`config.mk`:
```
export PLATFORM = sky130hd
export DESIGN_NAME = axi_lite_stream_adder
export DESIGN_NICKNAME = d
export VERILOG_FILES = /design/src/rtl/axi_lite_stream_adder.sv
export SDC_FILE = /design/constraint.sdc
export NUM_CORES = 1
export LEC_CHECK = 0
export ABC_AREA = 1
export BUFFER_PORTS_ARGS = -buffer_cell sky130_fd_sc_hd__buf_2
export CAP_MARGIN = 20
export CORE_MARGIN = 4
export CORE_UTILIZATION = 34
export CTS_CLUSTER_SIZE = 28
export DETAILED_ROUTE_END_ITERATION = 10
export PLACE_DENSITY = 0.66
export SKIP_LAST_GASP = 1
export SLEW_MARGIN = 25
export SYNTH_ARGS = -nofsm -noshare
export SYNTH_HDL_FRONTEND = slang
export SYNTH_SLANG_ARGS = --single-unit
```
`constraint.sdc`:
```
create_clock -name clk -period 1.65 [get_ports clk]
set_input_delay 0.2475 -clock clk [delete_from_list [all_inputs] [get_ports clk]]
set_output_delay 0.2475 -clock clk [all_outputs]
set_load 0.03 [all_outputs]
```
`src/rtl/axi_lite_stream_adder.sv`:
```
// axi_lite_stream_adder: AXI4-Lite register slave (ID/VER/STATS/COEF) plus a one-stage stream adder that offsets every sample by COEF
module axi_lite_stream_adder #(
   parameter logic [31:0] ID_VALUE  = 32'hA1F0_0003,
   parameter logic [31:0] VER_VALUE = 32'h0001_0000,
   parameter int          ADDR_W    = 8,
   parameter int          DATA_W    = 16
) (
   input  logic              clk,
   input  logic              rst_n,
   input  logic [ADDR_W-1:0] s_axi_awaddr,
   input  logic              s_axi_awvalid,
   output logic              s_axi_awready,
   input  logic [31:0]       s_axi_wdata,
   input  logic [3:0]        s_axi_wstrb,
   input  logic              s_axi_wvalid,
   output logic              s_axi_wready,
   output logic [1:0]        s_axi_bresp,
   output logic              s_axi_bvalid,
   input  logic              s_axi_bready,
   input  logic [ADDR_W-1:0] s_axi_araddr,
   input  logic              s_axi_arvalid,
   output logic              s_axi_arready,
   output logic [31:0]       s_axi_rdata,
   output logic [1:0]        s_axi_rresp,
   output logic              s_axi_rvalid,
   input  logic              s_axi_rready,
   input  logic [DATA_W-1:0] in_tdata,
   input  logic              in_tvalid,
   output logic              in_tready,
   output logic [DATA_W-1:0] out_tdata,
   output logic              out_tvalid,
   input  logic              out_tready
);
   localparam logic [1:0]        RESP_OKAY   = 2'b00;
   localparam logic [1:0]        RESP_SLVERR = 2'b10;
   localparam logic [ADDR_W-1:0] A_ID        = ADDR_W'(8'h00);
   localparam logic [ADDR_W-1:0] A_VER       = ADDR_W'(8'h04);
   localparam logic [ADDR_W-1:0] A_STATS     = ADDR_W'(8'h08);
   localparam logic [ADDR_W-1:0] A_COEF      = ADDR_W'(8'h0C);

   typedef enum logic {W_IDLE, W_RESP} wr_state_e;
   typedef enum logic {R_IDLE, R_DATA} rd_state_e;

   wr_state_e         wr_state_q, wr_state_d;
   rd_state_e         rd_state_q, rd_state_d;
   logic              aw_full_q, aw_full_d, w_full_q, w_full_d;
   logic [ADDR_W-1:0] awaddr_q, awaddr_d;
   logic [15:0]       wdata_q, wdata_d;
   logic [1:0]        wstrb_q, wstrb_d;
   logic [1:0]        bresp_q, bresp_d, rresp_q, rresp_d;
   logic [31:0]       rdata_q, rdata_d;
   logic [15:0]       coef_q, coef_d;
   logic [31:0]       stats_q, stats_d;
   logic              out_tvalid_q, out_tvalid_d;
   logic [DATA_W-1:0] out_tdata_q, out_tdata_d;
   logic              aw_hs, w_hs, ar_hs, in_hs, out_hs, wr_fire;
   logic [ADDR_W-1:0] wr_addr;
   logic [15:0]       wr_data;
   logic [1:0]        wr_strb;
   logic [31:0]       rd_val;
   logic              unused_bits;

   function automatic logic is_mapped(input logic [ADDR_W-1:0] a);
      return a == A_ID || a == A_VER || a == A_STATS || a == A_COEF;
   endfunction

   // only the low COEF bytes are writable, so the upper write lanes are ignored
   assign unused_bits   = ^{s_axi_wdata[31:16], s_axi_wstrb[3:2]};

   assign s_axi_awready = wr_state_q == W_IDLE && !aw_full_q;
   assign s_axi_wready  = wr_state_q == W_IDLE && !w_full_q;
   assign s_axi_bvalid  = wr_state_q == W_RESP;
   assign s_axi_bresp   = bresp_q;
   assign s_axi_arready = rd_state_q == R_IDLE;
   assign s_axi_rvalid  = rd_state_q == R_DATA;
   assign s_axi_rdata   = rdata_q;
   assign s_axi_rresp   = rresp_q;

   assign aw_hs = s_axi_awvalid && s_axi_awready;
   assign w_hs  = s_axi_wvalid && s_axi_wready;
   assign ar_hs = s_axi_arvalid && s_axi_arready;

   // a write commits in the cycle the second of AW/W arrives, using whichever half is already latched
   assign wr_addr = aw_full_q ? awaddr_q : s_axi_awaddr;
   assign wr_data = w_full_q ? wdata_q : s_axi_wdata[15:0];
   assign wr_strb = w_full_q ? wstrb_q : s_axi_wstrb[1:0];
   assign wr_fire = wr_state_q == W_IDLE && (aw_full_q || aw_hs) && (w_full_q || w_hs);

   assign rd_val = s_axi_araddr == A_ID    ? ID_VALUE :
                   s_axi_araddr == A_VER   ? VER_VALUE :
                   s_axi_araddr == A_STATS ? stats_q :
                   s_axi_araddr == A_COEF  ? {16'h0000, coef_q} : 32'hDEAD_BEEF;

   assign in_tready  = !out_tvalid_q || out_tready;
   assign in_hs      = in_tvalid && in_tready;
   assign out_hs     = out_tvalid_q && out_tready;
   assign out_tvalid = out_tvalid_q;
   assign out_tdata  = out_tdata_q;

   // write FSM: latch AW and W independently, commit once both are present, hold B until bready
   always_comb begin
      wr_state_d = wr_state_q;
      aw_full_d  = aw_full_q;
      w_full_d   = w_full_q;
      awaddr_d   = awaddr_q;
      wdata_d    = wdata_q;
      wstrb_d    = wstrb_q;
      bresp_d    = bresp_q;
      if (aw_hs) begin
         aw_full_d = 1'b1;
         awaddr_d  = s_axi_awaddr;
      end
      if (w_hs) begin
         w_full_d = 1'b1;
         wdata_d  = s_axi_wdata[15:0];
         wstrb_d  = s_axi_wstrb[1:0];
      end
      if (wr_fire) begin
         wr_state_d = W_RESP;
         bresp_d    = is_mapped(wr_addr) ? RESP_OKAY : RESP_SLVERR;
      end else if (wr_state_q == W_RESP && s_axi_bready) begin
         wr_state_d = W_IDLE;
         aw_full_d  = 1'b0;
         w_full_d   = 1'b0;
      end
   end

   // read FSM: capture data and response on AR, hold them until rready
   always_comb begin
      rd_state_d = rd_state_q;
      rdata_d    = rdata_q;
      rresp_d    = rresp_q;
      if (ar_hs) begin
         rd_state_d = R_DATA;
         rdata_d    = rd_val;
         rresp_d    = is_mapped(s_axi_araddr) ? RESP_OKAY : RESP_SLVERR;
      end else if (rd_state_q == R_DATA && s_axi_rready) begin
         rd_state_d = R_IDLE;
      end
   end

   // register file and stream stage next-state; a STATS write beats a same-cycle output handshake
   always_comb begin
      coef_d = coef_q;
      if (wr_fire && wr_addr == A_COEF) begin
         coef_d[7:0]  = wr_strb[0] ? wr_data[7:0] : coef_q[7:0];
         coef_d[15:8] = wr_strb[1] ? wr_data[15:8] : coef_q[15:8];
      end
      stats_d      = (wr_fire && wr_addr == A_STATS) ? 32'h0 : stats_q + 32'(out_hs);
      out_tvalid_d = in_hs ? 1'b1 : out_hs ? 1'b0 : out_tvalid_q;
      out_tdata_d  = in_hs ? in_tdata + DATA_W'(coef_q) : out_tdata_q;
   end

   // AXI4-Lite channel state
   always_ff @(posedge clk or negedge rst_n) begin
      if (!rst_n) begin
         wr_state_q <= W_IDLE;
         aw_full_q  <= 1'b0;
         w_full_q   <= 1'b0;
         awaddr_q   <= '0;
         wdata_q    <= '0;
         wstrb_q    <= '0;
         bresp_q    <= RESP_OKAY;
         rd_state_q <= R_IDLE;
         rdata_q    <= '0;
         rresp_q    <= RESP_OKAY;
      end else begin
         wr_state_q <= wr_state_d;
         aw_full_q  <= aw_full_d;
         w_full_q   <= w_full_d;
         awaddr_q   <= awaddr_d;
         wdata_q    <= wdata_d;
         wstrb_q    <= wstrb_d;
         bresp_q    <= bresp_d;
         rd_state_q <= rd_state_d;
         rdata_q    <= rdata_d;
         rresp_q    <= rresp_d;
      end
   end

   // COEF, STATS and the stream output register
   always_ff @(posedge clk or negedge rst_n) begin
      if (!rst_n) begin
         coef_q       <= '0;
         stats_q      <= '0;
         out_tvalid_q <= 1'b0;
         out_tdata_q  <= '0;
      end else begin
         coef_q       <= coef_d;
         stats_q      <= stats_d;
         out_tvalid_q <= out_tvalid_d;
         out_tdata_q  <= out_tdata_d;
      end
   end
endmodule

```
==> results of run 1 <==
## metrics by stage
step                instance area (um2)  util [%]  worst slack, ns  total power [uW]
floorplan                          7280         -        -0.000351              7630
global placement                   8640      41.2           -0.108              9000
detailed placement                 8640      41.2           -0.140              9120
CTS                                9480      45.2          -0.0603             13600
global route                       9850      47.0           -0.154             14700
finish                             9850      47.0          -0.0884             13800
## layer usage
layer,GRT usage [%],up-vias,share of wire (%)
met2,26.0,200,45
met5,0,-,0
met3,3.24,34,5.3
met1,23.9,3179,48
met4,6.01,0,2.1
li1,-,3474,-
## what timing repair did
action,4_1_cts,5_1_grt
hold endpoints to repair,16,0
resized for setup,25,68
hold buffers,1,0
buffers inserted,9,3
cloned,1,3
pin swaps,16,20
setup endpoints to repair,56,61
## final timing paths
path,from,end,slack [ns]
min in group asynchronous,rst_n,s_axi_rdata[22]$_DFFE_PN0P_,0.27
hold / removal,s_axi_bready,s_axi_bvalid$_DFFE_PN0P_,0.02
hold reg to reg,s_axi_rresp[1]$_DFFE_PN0P_,s_axi_rresp[1]$_DFFE_PN0P_,0.47
setup / recovery,aw_full_q$_DFF_PN0_,stats_q[23]$_DFF_PN0_,-0.09
max in group asynchronous,rst_n,s_axi_bvalid$_DFFE_PN0P_,0.81
setup reg to reg,aw_full_q$_DFF_PN0_,stats_q[23]$_DFF_PN0_,-0.09
## cell type report
type | count | area [um2]
clock buffer | 19 | 443
clock inverter | 13 | 210
fill | 2056 | 11100
inverter | 113 | 427
multi-input combinational | 700 | 3810
sequential | 129 | 3230
tap | 275 | 344
timing repair buffer | 198 | 1380
## power groups by stage
stage,sequential [uW],clock (uW),combinational [uW]
final,4750,4190,4890
after global routing,4870,4430,5440
after detailed placement,4790,0,4330
after CTS,4720,4270,4630
after floorplan,5210,0,2420
after global placement,4770,0,4240
## flip-flops by register name, indices dropped and copies added, names as in the netlist
signal	count
s_axi_bresp	1
w_full_q	1
out_tdata	16
wstrb_q	2
s_axi_bvalid	1
s_axi_rresp	1
wdata_q	16
s_axi_rdata	32
coef_q	16
s_axi_rvalid	1
stats_q	32
awaddr_q	8
out_tvalid	1
aw_full_q	1
## kinds of logic after synthesis
kind of cell | count (synthesis) | synth area share [%]
AO/OA/AOI/OAI | 122 | 9.02
XOR/XNOR | 17 | 2.06
adder cells (fa/ha/maj) | 18 | 3.23
buffers and inverters | 142 | 8.26
flip-flops | 129 | 44.8
other | 1 | 0.0520
AND/OR/NAND/NOR | 540 | 32.6
## synth_stat cells, types with 2 or more instances
library cell	instances	area (um2)
nor4_1	2	12.5
nor2_2	4	25.0
a21oi_1	14	70.1
nand4_1	23	144
o21ai_2	2	17.5
nor3_2	2	20.0
o21ai_0	80	400
nor3_1	14	70.1
a21oi_2	2	17.5
inv_1	111	417
or2_2	7	43.8
nand2_1	332	1250
dfrtp_1	129	3230
buf_2	5	25.0
xor2_1	11	96.3
o21ai_1	16	80.1
a21o_1	3	22.5
nand3_1	39	195
nand3_4	2	35.0
clkbuf_1	14	52.6
nor3_4	2	32.5
xnor2_1	6	52.6
nor2_1	89	334
nand3b_1	16	120
buf_6	6	67.6
ha_1	17	213
nand2_2	2	12.5
buf_4	3	22.5
and2_1	2	12.5
==> run summary, run 1 <==
routability cong.: 0.923
Warnings, synthesis: 0
crit start category: flip-flop
ys async rst share: 100%
HP Class: input pin to flip-flop
Int Pwr: 8660 uW
clk buf depth: 2
final period demand of the worst path: 1.74 ns
n_diodes: 0
RSZ-0062 raised after global routing: yes
Post-Synthesis Cells: 969
CTS tree: yes
final hold slack: 0.0225 ns
IO Pins: 136
dominant synthesized flop cell: dfrtp_1
H-tree depth: 4
Sw Ratio: 37.4%
IO buf count: 115
family with the most delay on the worst path: simple AND/OR/NAND/NOR gates
Clock Latency Late Sink: 0.42 ns
Mean Syn Cell Area: 7.44 um2
Rows: 53
routed vias: 6887
die width: 154 um
synthesized area: 0.00721 mm2
Leakage: 0.00501 uW
largest net degree at the start of global routing: 38
worst setup margin: -0.0884 ns
Seq/Total Area, Yosys: 44.8%
root buf cell: clkbuf_16
initial core utilization: 34.4%
CORE AREA: 0.0210 mm2
Clock Pin Slew Worst Setup and Hold Paths: 0.06 ns
status: finished with violations
Pwr per Cell Area: 1400 mW/mm2
total gr overflow: 0
vias in the first global route: 6445
sequential share of power: 34.3%
Die Ht: 154 um
commonest non-fill, non-tap cell in the layout: nand2_1
CTS buffer count: 17
crit path max fanout: 8
layout net count: 1254
CP required: 1.96 ns
FF+latch count, synth: 129
post-DP HPWL: 14.6 mm
Crit. path cell count: 9
ANT nets after route: 0
critical path's largest stage delay: 0.44 ns
Max IR drop VDD: 1170 uV
WS Path Type: flip-flop to flip-flop
first-pass GRT wire length: 32.7 mm
most frequent CP cell: buf_6
DRT iter0 DRCs: 470
# setup viols final: 27
clock power share: 30.3%
total wire length: 20.4 mm
Max stage delay cell, worst path: dfrtp_2
most frequent cells in the layout: 303 x nand2_1, 126 x dfrtp_1, 113 x buf_2, 108 x inv_1, 78 x o21ai_0
worst-path cell chain: buf_6 > nand2_2 > o21ai_2 > nor2_2 > nand3b_1 > nor3_4 > buf_6 > clkbuf_16 > nor2_1
Crit. End Element: flip-flop
drc violations: 0
Switch Pwr: 5170 uW
share of post-route cells with drive strength above 1: 29.2%
final setup TNS: -1.99 ns
Hold Fails Final Rpt: 0
Pins Over Slew Limit: 0
failing checks: negative setup slack
Peak Freq: 0.575 GHz
combinational share of power: 35.4%
Via density: 4.76
placed insts: 1398
initial antenna violation count: 0
number of flops mapped to enable cells by yosys: 0
count of different cell masters after synthesis: 43
drt wl/cell: 14.1 um
drt pass-1 iters: 7
Post-Layout Cell Count: 1447
period utilization: 105%
total of max-cap violations: 0
r2r worst-path depth: 9
die area: 0.0236 mm2
Buf/Inv on CP: 3
P&R area growth vs syn: 36.6%
Arr. time, crit path: 2.05 ns
skew final: 0.00768 ns
Hold Crit Depth: 2
Total GRT Usage: 16.9%
CTS Sinks: 129
Note: power is estimated with default switching activity, not from simulation.
==> run 2: changes to the inputs <==
CORE_UTILIZATION = 51   (was 34)
PLACE_DENSITY = 0.88   (was 0.66)
==> run 2 against run 1 <==
Compared with the run above:
- the run still ends with negative setup slack left
- clock skew down 0.0014 ns
- non-clock buffer count down 9
- final cell count down 7.3%
- power up 0.39%
- critical path depth up 1
- critical path type unchanged
- largest power group unchanged
- highest routed layer unchanged
==> run summary, run 2 (same netlist as run 1, synthesis figures left out) <==
status: finished with violations
failing checks: negative setup slack
n_diodes: 0 (unchanged)
DRT iter0 DRCs: 781 (+66%)
CORE AREA: 0.0139 mm2 (-34%)
layout net count: 1244 (-0.80%)
Peak Freq: 0.564 GHz (-1.9%)
drt pass-1 iters: 9 (+2)
Pwr per Cell Area: 1420 mW/mm2 (+1.0%)
Crit. End Element: flip-flop
Switch Pwr: 5440 uW (+5.3%)
Pins Over Slew Limit: 0 (unchanged)
period utilization: 107% (+2.0 points)
CTS Sinks: 129 (unchanged)
Post-Layout Cell Count: 1341 (-7.3%)
largest net degree at the start of global routing: 49 (+29%)
first-pass GRT wire length: 32.5 mm (-0.47%)
r2r worst-path depth: 10 (+1)
die area: 0.0161 mm2 (-32%)
sequential share of power: 34.6% (+0.3 points)
placed insts: 1293 (-7.5%)
CTS tree: yes
routed vias: 7415 (+7.7%)
drc violations: 0 (unchanged)
Hold Fails Final Rpt: 0 (unchanged)
clk buf depth: 2 (unchanged)
Tot Pwr: 13900 uW (+0.39%)
family with the most delay on the worst path: simple AND/OR/NAND/NOR gates
RSZ-0062 raised after global routing: yes
HP Class: input pin to flip-flop
initial core utilization: 52.0% (+18 points)
Hold Crit Depth: 2 (unchanged)
HP Start: s_axi_bready
worst setup margin: -0.121 ns (-0.0331 ns)
clock power share: 28.6% (-1.7 points)
terminus of the critical flop-to-flop path: out_tdata[12]$_DFFE_PN0P_
root buf cell: clkbuf_16
crit path max fanout: 3 (-5)
routability cong.: 0.898 (-2.6%)
combinational share of power: 36.8% (+1.4 points)
worst-path cell chain: ha_4 > fa_2 > nand2_2 > nand2_2 > and2_4 > nand3_2 > nand3_2 > nand2_2 > nand3_2 > nand2_1
drt wl/cell: 16.4 um (+16%)
Buf/Inv on CP: 0 (-3)
IO Pins: 136 (unchanged)
total gr overflow: 0 (unchanged)
initial antenna violation count: 0 (unchanged)
ANT nets after route: 0 (unchanged)
IO buf count: 115 (unchanged)
final period demand of the worst path: 1.77 ns (+0.0331 ns)
crit start category: flip-flop
share of post-route cells with drive strength above 1: 30.7% (+1.6 points)
r2r startpoint: coef_q[0]$_DFFE_PN0P_
skew final: 0.00632 ns (-0.00136 ns)
Rows: 43 (-19%)
CP required: 2.02 ns (+0.06 ns)
total wire length: 21.9 mm (+7.7%)
H-tree depth: 4 (unchanged)
vias in the first global route: 6781 (+5.2%)
Die Ht: 127 um (-17%)
critical path's largest stage delay: 0.44 ns (about the same)
post-DP HPWL: 14.2 mm (-3.0%)
Arr. time, crit path: 2.14 ns (+0.09 ns)
Via density: 5.53 (+16%)
Int Pwr: 8440 uW (-2.6%)
Max stage delay cell, worst path: dfrtp_1
most frequent cells in the layout: 302 x nand2_1, 126 x dfrtp_1, 113 x buf_2, 107 x inv_1, 77 x o21ai_0
Clock Pin Slew Worst Setup and Hold Paths: 0.06 ns (about the same)
Total GRT Usage: 25.0% (+8.1 points)
WS Path Type: flip-flop to flip-flop
total of max-cap violations: 0 (unchanged)
final setup TNS: -2.70 ns (-0.704 ns)
hold path endpoint: s_axi_bvalid$_DFFE_PN0P_
Leakage: 0.00497 uW (-0.87%)
Clock Latency Late Sink: 0.43 ns (about the same)
# setup viols final: 50 (+85%)
Max IR drop VDD: 1530 uV (+31%)
Sw Ratio: 39.2% (+1.8 points)
CTS buffer count: 17 (unchanged)
die width: 127 um (-17%)
worst reg2reg setup slack: -0.12 ns (-0.03 ns)
P&R area growth vs syn: 35.7%
commonest non-fill, non-tap cell in the layout: nand2_1
[run 2: cell type report]
class                           count  area [um2]
Inverter                          113         429
Clock buffer                       20         467
Sequential cell                   129        3230
Tap cell                          180         225
Timing Repair Buffer              189        1270
Multi-Input combinational cell    699        4010
Fill cell                         963        4090
Clock inverter                     11         153
[run 2: through the flow]
stage | setup WS, ns | hold WS (ns) | area, um2 | utilization, %
floorplan | -0.000351 | -0.0481 | 7280 | -
global placement | -0.0917 | 0.179 | 8390 | 60.5
detailed placement | -0.174 | 0.180 | 8390 | 60.5
CTS | -0.0552 | 0.00197 | 9130 | 65.8
global route | -0.186 | 0.0220 | 9790 | 70.5
finish | -0.121 | 0.0158 | 9790 | 70.5
[run 2: power groups by stage]
stage	combinational [uW]	sequential (uW)	clock, uW
2_1_floorplan	2420	5210	0
3_3_place_gp	4070	4750	0
3_5_place_dp	4220	4790	0
4_1_cts	4320	4770	3960
5_1_grt	5610	4910	4140
6_report	5120	4800	3970
[run 2: repair_timing]
item	4_1_cts	5_1_grt
hold endpoints to repair	20	0
hold buffers	1	0
cloned	0	3
setup buffers	3	10
setup endpoints to repair	57	62
resized for setup	23	126
pin swaps	9	33
[run 2: layer usage]
layer / global-route usage (%) / routed length (um)
met1: 33.2 / 8650
met2: 41.0 / 10700
met3: 4.67 / 1970
met4: 8.90 / 618
met5: 0 / 0
[run 2: how the worst max path moves through the flow]
stage                           start                         to  slack, ns  cells past startpoint
2_1_floorplan  out_tvalid$_DFFE_PN0P_      stats_q[20]$_DFF_PN0_    -0.0004                     12
3_3_place_gp      aw_full_q$_DFF_PN0_      stats_q[30]$_DFF_PN0_      -0.09                      8
3_5_place_dp      aw_full_q$_DFF_PN0_      stats_q[30]$_DFF_PN0_      -0.17                      8
4_1_cts           aw_full_q$_DFF_PN0_      stats_q[30]$_DFF_PN0_      -0.06                      9
5_1_grt         coef_q[0]$_DFFE_PN0P_   out_tdata[8]$_DFFE_PN0P_      -0.19                     10
6_report        coef_q[0]$_DFFE_PN0P_  out_tdata[12]$_DFFE_PN0P_      -0.12                     10
